$ cat config.mk
export PLATFORM = sky130hd
export DESIGN_NAME = dmem_arbiter
export DESIGN_NICKNAME = d
export VERILOG_FILES = /design/src/rtl/dmem_pkg.sv /design/src/rtl/dmem_arb_pick.sv /design/src/rtl/dmem_arbiter.sv
export SDC_FILE = /design/constraint.sdc
export NUM_CORES = 1
export LEC_CHECK = 0
export ABC_AREA = 0
export CORE_AREA = 10 10 132 134
export DETAILED_ROUTE_END_ITERATION = 6
export DIE_AREA = 0 0 142 144
export DONT_BUFFER_PORTS = 1
export GPL_ROUTABILITY_DRIVEN = 0
export PLACE_DENSITY = 0.3
export SLEW_MARGIN = 30
export SYNTH_ARGS = -nofsm -noshare
export SYNTH_HDL_FRONTEND = slang
export SYNTH_SLANG_ARGS = --single-unit
$ cat constraint.sdc
create_clock -name clk -period 4.2 [get_ports clk]
set_input_delay 0.63 -clock clk [delete_from_list [all_inputs] [get_ports clk]]
set_output_delay 0.63 -clock clk [all_outputs]
set_load 0.05 [all_outputs]
$ cat src/rtl/dmem_pkg.sv
// Shared constants for the data-memory arbiter slice.
//   REQ_CORE / REQ_DMA : requester indices into the req/gnt/rvalid vectors
//   NUM_REQ            : number of requesters
//   DATA_W             : memory word width (64-bit words)
//   cnt_width()        : bits needed to hold a saturating count 0..max
package dmem_pkg;

    localparam int unsigned REQ_CORE = 0;
    localparam int unsigned REQ_DMA  = 1;
    localparam int unsigned NUM_REQ  = 2;
    localparam int unsigned DATA_W   = 64;

    function automatic int unsigned cnt_width(input int unsigned max_val);
        return (max_val < 1) ? 1 : $clog2(max_val + 1);
    endfunction

endpackage

$ cat src/rtl/dmem_arb_pick.sv
// Arbitration decision for the data-memory arbiter (purely combinational).
// Optional feature macro: DMEM_ARB_RR_EN selects round-robin contention
// resolution; when undefined the core (requester 0) wins contention.
// Ports:
//   req      in  per-requester request (bit 0 core, bit 1 DMA)
//   last_gnt in  index of the most recently granted requester
//   wait_cnt in  cycles the DMA requester has been refused (saturating)
//   gnt      out one-hot-or-zero grant
module dmem_arb_pick
    import dmem_pkg::*;
#(
    parameter int unsigned MAX_WAIT = 4,
    parameter int unsigned WAIT_W   = 3
) (
    input  logic [NUM_REQ-1:0] req,
    input  logic               last_gnt,
    input  logic [WAIT_W-1:0]  wait_cnt,
    output logic [NUM_REQ-1:0] gnt
);

    localparam logic [WAIT_W-1:0] WAIT_MAX = WAIT_W'(MAX_WAIT);

`ifndef DMEM_ARB_RR_EN
    logic unused_last_gnt;
    assign unused_last_gnt = last_gnt;
`endif

    always_comb begin
        gnt = '0;
        if (req[REQ_CORE] && req[REQ_DMA]) begin
            if (wait_cnt == WAIT_MAX) begin
                // Starvation override: DMA has been refused long enough.
                gnt[REQ_DMA] = 1'b1;
            end else begin
`ifdef DMEM_ARB_RR_EN
                // last_gnt holds the index of the previous winner; the other one goes now.
                if (last_gnt) gnt[REQ_CORE] = 1'b1;
                else          gnt[REQ_DMA]  = 1'b1;
`else
                gnt[REQ_CORE] = 1'b1;
`endif
            end
        end else begin
            // Zero or one requester: grant passes straight through.
            gnt = req;
        end
    end

endmodule

$ cat src/rtl/dmem_arbiter.sv
// Two-requester data-memory arbiter: core MEM stage (0) and DMA/loader (1)
// share a single-port 64-bit-word memory with one-cycle read latency.
// Optional feature macro: DMEM_ARB_RR_EN (round-robin contention, see
// dmem_arb_pick); default build is fixed priority with DMA starvation guard.
// Ports:
//   clk, rst          clock, synchronous active-low reset
//   req, we           per-requester request / write enable
//   addr, wdata       per-requester word address / store data (packed slices)
//   gnt               one-hot-or-zero grant, access accepted this cycle
//   rvalid, rdata     load response strobe (cycle after grant) and data
//   mem_en, mem_we    memory strobe / write enable
//   mem_addr, mem_wdata, mem_rdata  memory address / write data / read data
module dmem_arbiter
    import dmem_pkg::*;
#(
    parameter int unsigned ADDR_W   = 10,
    parameter int unsigned MAX_WAIT = 4
) (
    input  logic                       clk,
    input  logic                       rst,
    input  logic [NUM_REQ-1:0]         req,
    input  logic [NUM_REQ-1:0]         we,
    input  logic [NUM_REQ*ADDR_W-1:0]  addr,
    input  logic [NUM_REQ*DATA_W-1:0]  wdata,
    output logic [NUM_REQ-1:0]         gnt,
    output logic [NUM_REQ-1:0]         rvalid,
    output logic [DATA_W-1:0]          rdata,
    output logic                       mem_en,
    output logic                       mem_we,
    output logic [ADDR_W-1:0]          mem_addr,
    output logic [DATA_W-1:0]          mem_wdata,
    input  logic [DATA_W-1:0]          mem_rdata
);

    localparam int unsigned       WAIT_W   = cnt_width(MAX_WAIT);
    localparam logic [WAIT_W-1:0] WAIT_MAX = WAIT_W'(MAX_WAIT);

    logic                 last_gnt;
    logic [WAIT_W-1:0]    wait_cnt;
    logic [NUM_REQ-1:0]   rd_pend;
    logic [NUM_REQ-1:0]   pick_gnt;
    logic                 sel_dma;

    dmem_arb_pick #(
        .MAX_WAIT (MAX_WAIT),
        .WAIT_W   (WAIT_W)
    ) u_pick (
        .req      (req),
        .last_gnt (last_gnt),
        .wait_cnt (wait_cnt),
        .gnt      (pick_gnt)
    );

    // Reset masks the grant and the response strobe combinationally, so a
    // load granted just before reset never reports rvalid.
    assign gnt    = rst ? pick_gnt : '0;
    assign rvalid = rst ? rd_pend  : '0;
    assign rdata  = mem_rdata;

    assign sel_dma   = gnt[REQ_DMA];
    assign mem_en    = |gnt;
    assign mem_we    = |(gnt & we);
    assign mem_addr  = sel_dma ? addr[REQ_DMA*ADDR_W +: ADDR_W]
                               : addr[REQ_CORE*ADDR_W +: ADDR_W];
    assign mem_wdata = sel_dma ? wdata[REQ_DMA*DATA_W +: DATA_W]
                               : wdata[REQ_CORE*DATA_W +: DATA_W];

    always_ff @(posedge clk) begin
        if (!rst) begin
            last_gnt <= 1'b1;
            wait_cnt <= '0;
            rd_pend  <= '0;
        end else begin
            rd_pend <= gnt & ~we;
            if (mem_en) last_gnt <= sel_dma;
            if (req[REQ_DMA] && !gnt[REQ_DMA]) begin
                if (wait_cnt != WAIT_MAX) wait_cnt <= wait_cnt + 1'b1;
            end else begin
                wait_cnt <= '0;
            end
        end
    end

endmodule

# Word level (Yosys, flattened, before mapping)
# Index checks and enable logic that the tools add are counted.
# classes
addsub	1
n_eq_ne	2
mux	7
bitwise_logic	3
reduce_logical	6
# op_table
cell	n
64-bit two-way mux	1
10-bit two-way mux	1
2-bit two-way mux	3
2-bit bitwise AND	2
2-bit OR reduction	2
3-bit by 1-bit adder with 3-bit output, second input constant	1
3-bit == test, second input constant	1
3-bit inequality test, second input constant	1
1-bit logical AND	2
1-bit two-way mux	2
2-bit NOT	1
2-bit AND reduction	1
1-bit zero test	1
# totals
reg_bits	5
input_bits	218
out_inout_bits	144

# Depth between registers and ports, before layout
# logic_depth
word_depth	7
ltp_mapped	8
ltp_nobuf	6

# Modules after synthesis
# Synthesis repeated with hierarchy kept, for this count alone.
# hier_totals
hier_cells	182
hier_area_um2	1793.0
# by_module_without_submodules
module	instances	cells_each	area_per_inst_um2	seq_area_each_um2
dmem_arbiter	1	178	1760.4	120.1
dmem_arb_pick	1	4	32.5	0.0

# Worst setup path after synthesis
# Ideal clock, no wire load.
# synth_path
path_type	reg-to-output
startpoint	register wait_cnt[0]
endpoint	output port mem_we
t_arrival_ns	2.109
required_ns	3.570
setup_slack_ns	1.461
path_stages_with_launch	5
n_path_buf	0
cell_sequence	dfxtp_1 inv_1 ha_1 a31oi_1 a22o_1
# synth_between
elab_chain_cells	6
# synth_rtl
item	line	rtl
start, declared	dmem_arbiter.sv:39	logic [WAIT_W-1:0] wait_cnt;
start signal, assigned	dmem_arbiter.sv:77	if (wait_cnt != WAIT_MAX) wait_cnt <= wait_cnt + 1'b1;
3-bit == test	dmem_arb_pick.sv:31	if (wait_cnt == WAIT_MAX) begin
1-bit two-way mux	dmem_arb_pick.sv:31	
2-bit two-way mux	dmem_arb_pick.sv:30	if (req[REQ_CORE] && req[REQ_DMA]) begin
2-bit two-way mux	dmem_arbiter.sv:56	assign gnt = rst ? pick_gnt : '0;
net gnt[0]	dmem_arbiter.sv:25	output logic [NUM_REQ-1:0] gnt,
2-bit bitwise AND	dmem_arbiter.sv:62	assign mem_we = |(gnt & we);
2-bit OR reduction	dmem_arbiter.sv:62	
end, declared	dmem_arbiter.sv:29	output logic mem_we,
# The timed path passes the listed nets, and every way through them passes these cells.

# Final worst setup path
# layout_path
startpoint	register wait_cnt[0]
endpoint	output port mem_addr[3]
# layout_between
elab_chain_cells	5
# layout_rtl
item	line	rtl
3-bit == test	dmem_arb_pick.sv:31	
1-bit two-way mux	dmem_arb_pick.sv:31	
2-bit two-way mux	dmem_arb_pick.sv:30	
2-bit two-way mux	dmem_arbiter.sv:56	
10-bit two-way mux	dmem_arbiter.sv:63	assign mem_addr = sel_dma ? addr[REQ_DMA*ADDR_W +: ADDR_W]
end, declared	dmem_arbiter.sv:30	output logic [ADDR_W-1:0] mem_addr,
# Every way passes these cells.

==> metrics.md <==
| Metric | Value |
|---|---|
| Critical Path Source Type | flip-flop |
| Starting Density | roughly an eighth |
| Avg Synthesized Cell Area | roughly 10 sq um |
| Commonest non-fill, non-tap cell in the layout | sky130_fd_sc_hd__mux2_4 |
| Max Fclk | approximately 310 MHz |
| Post-place setup slack | around 1.2 ns |
| Clock transition time at the flip-flop clock pins of the worst setup and hold paths | about 0.03 ns |
| Buffers inserted by post-CTS timing repair | 0 |
| Worst Hold Slack | about 0.46 ns |
| Share of total power in combinational logic | between 60 and 70% |
| Total of buffers placed on input and output ports | 0 |
| Wire length after detailed routing | ~7000 um |
| Worst-Skew Late Latency | 0.22 ns |
| # rows | between 40 and 50 |
| Die extent in x | ~140 um |
| Unrepaired setup endpoints after global routing | no |
| Total routing resource utilization after global routing | roughly 5.5% |
| First-pass GRT wire length | ~8500 um |
| DPL Wire Length | roughly 6600 um |
| Count of final setup violators | 0 |
| Number of hold violations in the final report | 0 |
| Die area | between 20,000 and 25,000 sq um |
| Final Max Slew Viols | 0 |
| Sequential element share of the synthesized area | between 5 and 6% |
| Total leakage power | ~0.66 nW |
| Htree depth | 1 |
| Clock tree from TritonCTS | done |
| Iter 0 DRT Violations | 29 |
| Post-CTS Hold Buffers | 0 |
| Worst Tran Pin Value | approximately 0.52 ns |
| Number of different library cells in the post-synthesis netlist | 21 |
| Status | completed |
| Register bit total from synthesis | 5 |
| HP Class | flip-flop to flip-flop |
| Max-cap violations | 0 |
| Post-cts gate resize count | 0 |
| Syn Inst Count | between 150 and 200 |
| VDD IR max | 104 uV |
| Clock Tree Root | sky130_fd_sc_hd__clkbuf_16 |
| Sequential Power Share | under 10% |
| P_int | between 0.2 and 0.25 mW |
| Count of nets left with antenna violations after detail routing | 0 |
| Period utilization | roughly three quarters |
| Peak per-stage delay on the critical path | 0.54 ns |
| Fin Setup TNS | 0 ns |
| Classification of the worst setup path | flip-flop to primary output |
| Clock net sink count | 5 |
| Net switching fraction of the power | between 50% and 60% |
| N_diodes | 0 |
| Cell count of the worst hold path | 1 |
| Critical Path RT | about 3.6 ns |
| Syn nets | between 300 and 400 |
| Die span in y | about 140 um |
| Routed via count divided by cell count | 3.54 |
| Relative slew slack | between 60% and 70% |
| Ys Warns | 0 |
| Number of iterations in the first detailed-routing pass | 4 |
| Ordered cell list for the critical path | inv_1 -> ha_1 -> a21bo_4 -> nand3_4 -> buf_4 -> mux2_2 |
| Number of placed I/O pins | 362 |
| Nets | roughly 330 |
| Layout Skew | roughly 0.0024 ns |
| Remaining Overflow, GRT | 0 |
| Setup crit end kind | primary output |
| Total DRC errors in the routed layout | 0 |
| Switch Pwr | about 0.26 mW |
| Logic depth of the worst register-to-register path | 6 |
| Area of the placeable core | approximately 15,000 sq um |
| Share of cells above drive strength 1 | just under 80% |
| Commonest non-fill, non-tap cells in the layout | sky130_fd_sc_hd__mux2_4 (38), sky130_fd_sc_hd__mux2_2 (36), sky130_fd_sc_hd__dfxtp_1 (5) |
| Syn-to-layout area delta | -12.5% |
| Antenna violations before repair | 1 |
| Clock group share of total power | a little under a third |
| Bufs on Longest Clock Path | 2 |
| Smallest setup slack after layout | 0.995 ns |
| Via count | 1,043 |
| Crit Path Max Fanout | 36 |
| Arr. time, crit path | approximately 2.6 ns |
| Cell with the biggest individual delay on the critical path | sky130_fd_sc_hd__buf_4 |
| Pwr/cell area | roughly 330 nW/um^2 |
| Routed length per instance | roughly 24 um |
| Netlist Area Pre-Place | ~1800 sq um |
| Maximum number of pins on one net before global-route repair | 37 |
| Via count of the first global-routing pass | 1,251 |
| Clock buffers created by TritonCTS | 3 |
| Flop2flop setup slack | approximately 2.2 ns |
| Minimum period implied by the final worst setup slack | between 3 and 4 ns |
## logic make-up (layout without fill, tap and decap cells)
| family | after synthesis | count (layout) | share of synthesized area [%] |
|---|---|---|---|
| buffers and inverters | 76 | 11 | 32.2 |
| AOI/OAI and AO/OA | 4 | 4 | 2.17 |
| muxes | 74 | 74 | 54.6 |
| and+or+nand+nor | 10 | 10 | 3.50 |
| DFF | 5 | 5 | 5.60 |
| xor gates and xnor gates | 1 | 1 | 0.490 |
| adders and majority gates | 2 | 2 | 1.40 |
## worst max-delay path: cells and delay by family (launching register included)
| family | cells | cell delay [ns] |
|---|---|---|
| mux | 1 | 0.53 |
| flops | 1 | 0.34 |
| compound gates | 1 | 0.24 |
| fa+ha+maj | 1 | 0.22 |
| buf+inv | 2 | 0.59 |
| simple gates | 1 | 0.37 |
## power by group through the flow
stage	combinational, mW	clock (mW)	sequential [mW]
after floorplan	0.459	0	0.0500
after global placement	0.312	0	0.0501
after detailed placement	0.311	0	0.0501
after CTS	0.311	0.158	0.0494
after global routing	0.315	0.161	0.0495
final	0.306	0.154	0.0494
## state kept, by name (all words and copies together), names as in the netlist
register	count
rd_pend	2
wait_cnt	3
## metal layers
| metal | vias to the layer above | routed length [um] | GRT usage [%] |
|---|---|---|---|
| met4 | 2 | 68 | 1.18 |
| met2 | 189 | 3460 | 9.84 |
| li1 | 398 | - | - |
| met5 | - | 13 | 0 |
| met3 | 14 | 1410 | 4.89 |
| met1 | 440 | 2050 | 4.44 |
## path summary, 6_finish.rpt
kind	start	to
setup reg to reg	wait_cnt[0]$_SDFFE_PN0P_	rd_pend[1]$_SDFF_PN0_
hold reg to reg	wait_cnt[0]$_SDFFE_PN0P_	wait_cnt[0]$_SDFFE_PN0P_
hold / removal	wait_cnt[0]$_SDFFE_PN0P_	wait_cnt[0]$_SDFFE_PN0P_
setup / recovery	wait_cnt[0]$_SDFFE_PN0P_	mem_addr[3]
## layout make-up
| type | instances | area (sq um) |
|---|---|---|
| Multi-Input combinational cell | 91 | 1110 |
| Inverter | 4 | 15.0 |
| Tap cell | 188 | 235 |
| Clock buffer | 4 | 78.8 |
| Sequential cell | 5 | 100 |
| Timing Repair Buffer | 3 | 22.5 |
| Fill cell | 1722 | 13300 |
## stage by stage
step	total power, mW	instance area (sq um)	utilization, %	instances
2_1_floorplan	0.509	1790	-	172
3_3_place_gp	0.362	1480	9.98	291
3_5_place_dp	0.361	1480	9.98	291
4_1_cts	0.519	1560	10.5	295
5_1_grt	0.526	1560	10.5	295
6_report	0.510	1560	10.5	295
## synth_stat cells (all sizes together)
master	number	area (sq um)
ha	2	25.0
nand2	2	7.51
buf	72	561
nor2	1	3.75
a22o	1	8.76
nor2b	1	6.26
o21a	1	7.51
nand3	1	17.5
mux2	74	976
dfxtp	5	100
and2	2	12.5
a21bo	1	16.3
inv	4	15.0
xnor2	1	8.76
a31oi	1	6.26
nor3	3	15.0
(Power assumes the default switching activity.)
==> variant 1: new RTL, same flow settings <==
Build with the macro `DMEM_ARB_RR_EN` defined.
--- a/src/rtl/dmem_arb_pick.sv
+++ b/src/rtl/dmem_arb_pick.sv
@@ -6,6 +6,8 @@
 //   last_gnt in  index of the most recently granted requester
 //   wait_cnt in  cycles the DMA requester has been refused (saturating)
 //   gnt      out one-hot-or-zero grant
+`define DMEM_ARB_RR_EN
+
 module dmem_arb_pick
     import dmem_pkg::*;
 #(
Behaviour: not the same (Yosys sat finds a counterexample within 4 cycles, from zero or initial values and one cycle with rst low).
==> variant 1 against the original RTL <==
  * Total power increased by 7.4%
  * Sequential cell count increased by 1
  * Final area decreased by 0.40%
  * Worst setup slack improved by 0.41 ns
  * Clock skew decreased by 0.0014 ns
  * Synthesized cell count increased by 3.5%
  * Wire length increased by 1.2%
  * Largest cell class unchanged
  * Via count increased by 3.5%
  * Combinational power increased by 8.8%
  * Highest routed layer unchanged
  * Area after synthesis increased by 0.42%
==> variant 1: results (changes against the original RTL) <==
Outcome
  – Status: finished, final reports clean (unchanged)

Placed design
  – Pre-CTS setup slack: 1.63 ns (was 1.20 ns)
  – Placed cell area: 1480 um^2 (about the same)

Synth
  – Mapped Nets: 398 (was 392)
  – Post-Synth Adder-Cell Area: 1.39% (was 1.40%)
  – Cell variety after synth: 20 (was 21)
  – Area fraction in compound gates after synthesis: 3.63% (was 2.17%)
  – Post-synthesis sequential area ratio: 6.69% (was 5.60%)

Cells and area
  – Nets: 333 (was 328)
  – Clk tree area frac: 4.82% (was 5.04%)
  – Seq/total area: 7.72% (was 6.41%)
  – Filler Cells Inserted: 1715 (was 1722)
  – Multi-input gates: 95 (was 91)

Pwr
  – Static leakage: 0.545 nW (was 0.660 nW)
  – Peak supply drop: 0.000100 V (was 0.000104 V)

Critical path
  – CP max stage cell: mux2_2 (was buf_4)
  – Flop2flop setup slack: 2.57 ns (was 2.18 ns)

Global route
  – GRT Overall Usage: 5.61% (was 5.52%)
  – Routing usage on met1: 4.28% (was 4.44%)
  – GRT met3 Usage: 5.35% (was 4.89%)
  – Global Route met2 Usage: 9.35% (was 9.84%)
  – First-pass GRT wire length: 8.91 mm (was 8.55 mm)

Route
  – Met1 WL: 1.99 mm (was 2.05 mm)
  – Met3 WL: 1.53 mm (was 1.41 mm)
  – Routed wl met2: 3.37 mm (was 3.46 mm)

Clock network
  – Clk sinks: 6 (was 5)

Worst hold path
  – Hold Crit Start: wait_cnt[0] (unchanged)
-- variant 1: logic make-up after synthesis --
logic type / count (synthesis)
adders and majority gates: 2
DFF: 6
AOI/OAI and AO/OA: 6
and+or+nand+nor: 13
muxes: 74
buffers and inverters: 77
-- variant 1: where the power goes --
group	total, mW	leakage, nW	internal, mW	switching [mW]
combinational	0.333	0.459	0.0763	0.257
clock	0.154	0.0370	0.122	0.0321
sequential	0.0602	0.0490	0.0593	0.000910
total	0.548	0.545	0.258	0.290
-- variant 1: worst paths after layout --
check	to	cells after the start
min	wait_cnt[0]	1
max	mem_wdata[63]	6
min reg2reg	wait_cnt[0]	1
max reg2reg	rd_pend[1]	6
-- variant 1: worst register-to-register path, cell delays in order (launching register included) --
cell and delay [ns]:
dfxtp_1 0.31, inv_1 0.06, ha_1 0.21, a21boi_4 0.09, a21oi_4 0.15, buf_4 0.53
nor2b_1 0.20
==> variant 2: new RTL, same flow settings <==
Made on the original files. Make the reset (`rst`) asynchronous in one clocked block. Comments in the files are not updated.
--- a/src/rtl/dmem_arbiter.sv
+++ b/src/rtl/dmem_arbiter.sv
@@ -65,7 +65,7 @@
     assign mem_wdata = sel_dma ? wdata[REQ_DMA*DATA_W +: DATA_W]
                                : wdata[REQ_CORE*DATA_W +: DATA_W];
 
-    always_ff @(posedge clk) begin
+    always_ff @(posedge clk or negedge rst) begin
         if (!rst) begin
             last_gnt <= 1'b1;
             wait_cnt <= '0;
Formal check against the unedited RTL: no difference found for any inputs over 10 cycles, from zero or initial values and one cycle with rst low; that may be too few to reach the edited logic, so the function may still have changed.
==> variant 2 against the original RTL <==
  * Wire length rose by 2.6%
  * Synthesized cell count up 2.9%
  * Clock skew about the same
  * Fmax rose by 4.8%
  * Final area down 5.8%
  * Sequential cell count stayed put
  * Area after synthesis fell by 6.2%
  * Register-to-register slack better by 0.18 ns
  * Worst setup slack improved by 0.15 ns
  * Core utilization down 0.61 points
  * Critical path depth is the same
  * Total power shrank 0.71%
  * Largest cell class unchanged
==> variant 2: results (changes against the original RTL) <==
Critical path
  – Critical path peak fanout: 37 (was 36)
  – Reg2reg end: rd_pend[1] (unchanged)
  – Flop2flop setup slack: 2.36 ns (was 2.18 ns)
  – Data arrival time of the worst path: 2.43 ns (was 2.58 ns)
  – Worst flop-to-flop path startpoint: wait_cnt[0] (unchanged)

Cells and area
  – Nets: 332 (was 328)
  – Filler Cells Inserted: 1727 (was 1722)
  – Share of layout cells above drive strength 1: 50.5% (was 77.6%)

Global route
  – Number of global-route vias before repair: 1275 (was 1251)
  – Initial antenna violation count: 0 (was 1)
  – GRT Overall Usage: 5.87% (was 5.52%)
  – Largest net degree at the start of global routing: 41 (was 37)
  – First-pass GRT wire length: 9.31 mm (was 8.55 mm)

Placed design
  – HPWL Detailed: 6.63 mm (about the same)
  – Placed cell area: 1390 um^2 (was 1480 um^2)

Route
  – Post-DR wirelength/cell: 24.0 um (was 23.7 um)
  – Number of vias per cell: 3.49 (was 3.54)
  – Starting DRT DRC Count: 19 (was 29)

Synth
  – Post-synthesis sequential area ratio: 7.46% (was 5.60%)
  – Cell variety after synth: 22 (was 21)
  – Main flop type after synthesis: dfrtp_1 (was dfxtp_1)
  – Top post-synthesis cells by area: mux2_2 (32%), buf_4 (29%), mux2_1 (18%), dfrtp_1 (7.5%), buf_6 (2.0%) (was mux2_4 (32%), buf_4 (27%), mux2_2 (23%), dfxtp_1 (5.6%), buf_6 (2.5%))
  – Top cells by count, synth: buf_4 (65), mux2_2 (48), mux2_1 (27) (was buf_4 (64), mux2_4 (38), mux2_2 (36))
  – Mapped Nets: 397 (was 392)
  – Asr flop ratio synth: 100% (was 0%)

STA
  – Setup Skew: 0.00211 ns (was 0.00236 ns)
  – Slew HR: 38.1% (was 65.3%)

Worst hold path
  – Hold WC Path Type: input pin to asynchronous set/reset pin (was flip-flop to flip-flop)

Pwr
  – Power Dens Cells: 344 nW/um^2 (was 326 nW/um^2)
  – Peak supply drop: 0.0000719 V (was 0.000104 V)
  – Static leakage: 0.469 nW (was 0.660 nW)

Outcome
  – Status: finished, final reports clean (unchanged)

Clock network
  – CTS Root Cell: clkbuf_16 (unchanged)
  – Cts repair resizes: 0 (unchanged)
  – CTS clk-pin slew, worst paths: 0.03 ns (about the same)
  – CTS H-tree depth: 1 (unchanged)
==> variant 2: cell count changes after synthesis, sizes merged, moves of 2 or more <==
cell   change
nor3       -3
or3        +2
dfxtp      -5
dfrtp      +5
a21oi      +2
==> variant 2: where the power goes <==
part           internal, mW  switching (mW)
logic                0.0534           0.240
registers            0.0513         0.00148
clock network         0.126          0.0336
total                 0.231           0.276
==> variant 2: kinds of logic after synthesis <==
family	share of synthesized area, %
and+or+nand+nor	3.66
adders and majority gates	1.49
DFF	7.46
AOI/OAI and AO/OA	3.81
muxes	50.4
buffers and inverters	33.2
==> variant 2: cell type report <==
class                           count  area share, %
Inverter                            4           1.02
Tap cell                          188           16.0
Clock buffer                        4           5.36
Multi-Input combinational cell     96           68.1
Sequential cell                     5           8.50
Timing Repair Buffer                2           1.02
==> variant 2: critical path, cell delays in order (launching register included) <==
cell and delay, ns:
dfrtp_1 0.37, inv_1 0.09, ha_1 0.19, nand2_2 0.13, a211oi_4 0.26, buf_4 0.51
mux2_1 0.60
==> variant 2: worst max-delay path by stage <==
| stage | depth (start not counted) | from | end | slack (ns) |
|---|---|---|---|---|
| floorplan | 7 | wait_cnt[0] | mem_wdata[56] | 1.59 |
| global placement | 6 | wait_cnt[1] | mem_wdata[36] | 1.42 |
| detailed placement | 6 | wait_cnt[0] | mem_wdata[40] | 1.39 |
| CTS | 6 | wait_cnt[0] | mem_wdata[40] | 1.14 |
| global route | 6 | wait_cnt[0] | mem_wdata[53] | 1.0 |
| finish | 6 | wait_cnt[0] | mem_wdata[53] | 1.14 |
==> variant 2: routing by layer <==
layer | up-vias | global-route usage, % | share of wire (%)
met5 | - | 0 | 0
met2 | 122 | 8.55 | 47
met4 | 0 | 3.01 | 3.7
met1 | 481 | 6.69 | 35
li1 | 417 | - | -
met3 | 25 | 3.31 | 13
==> variant 2: through the flow <==
stage	util (%)	hold WS, ns	power (mW)	std cells	worst slack [ns]
final	9.90	0.0959	0.506	299	1.14
after global routing	9.90	0.0904	0.523	299	0.999
after CTS	9.90	0.0936	0.512	299	1.14
after detailed placement	9.37	0.335	0.351	295	1.39
after global placement	9.37	0.335	0.352	295	1.42
after floorplan	-	0.334	0.496	177	1.59
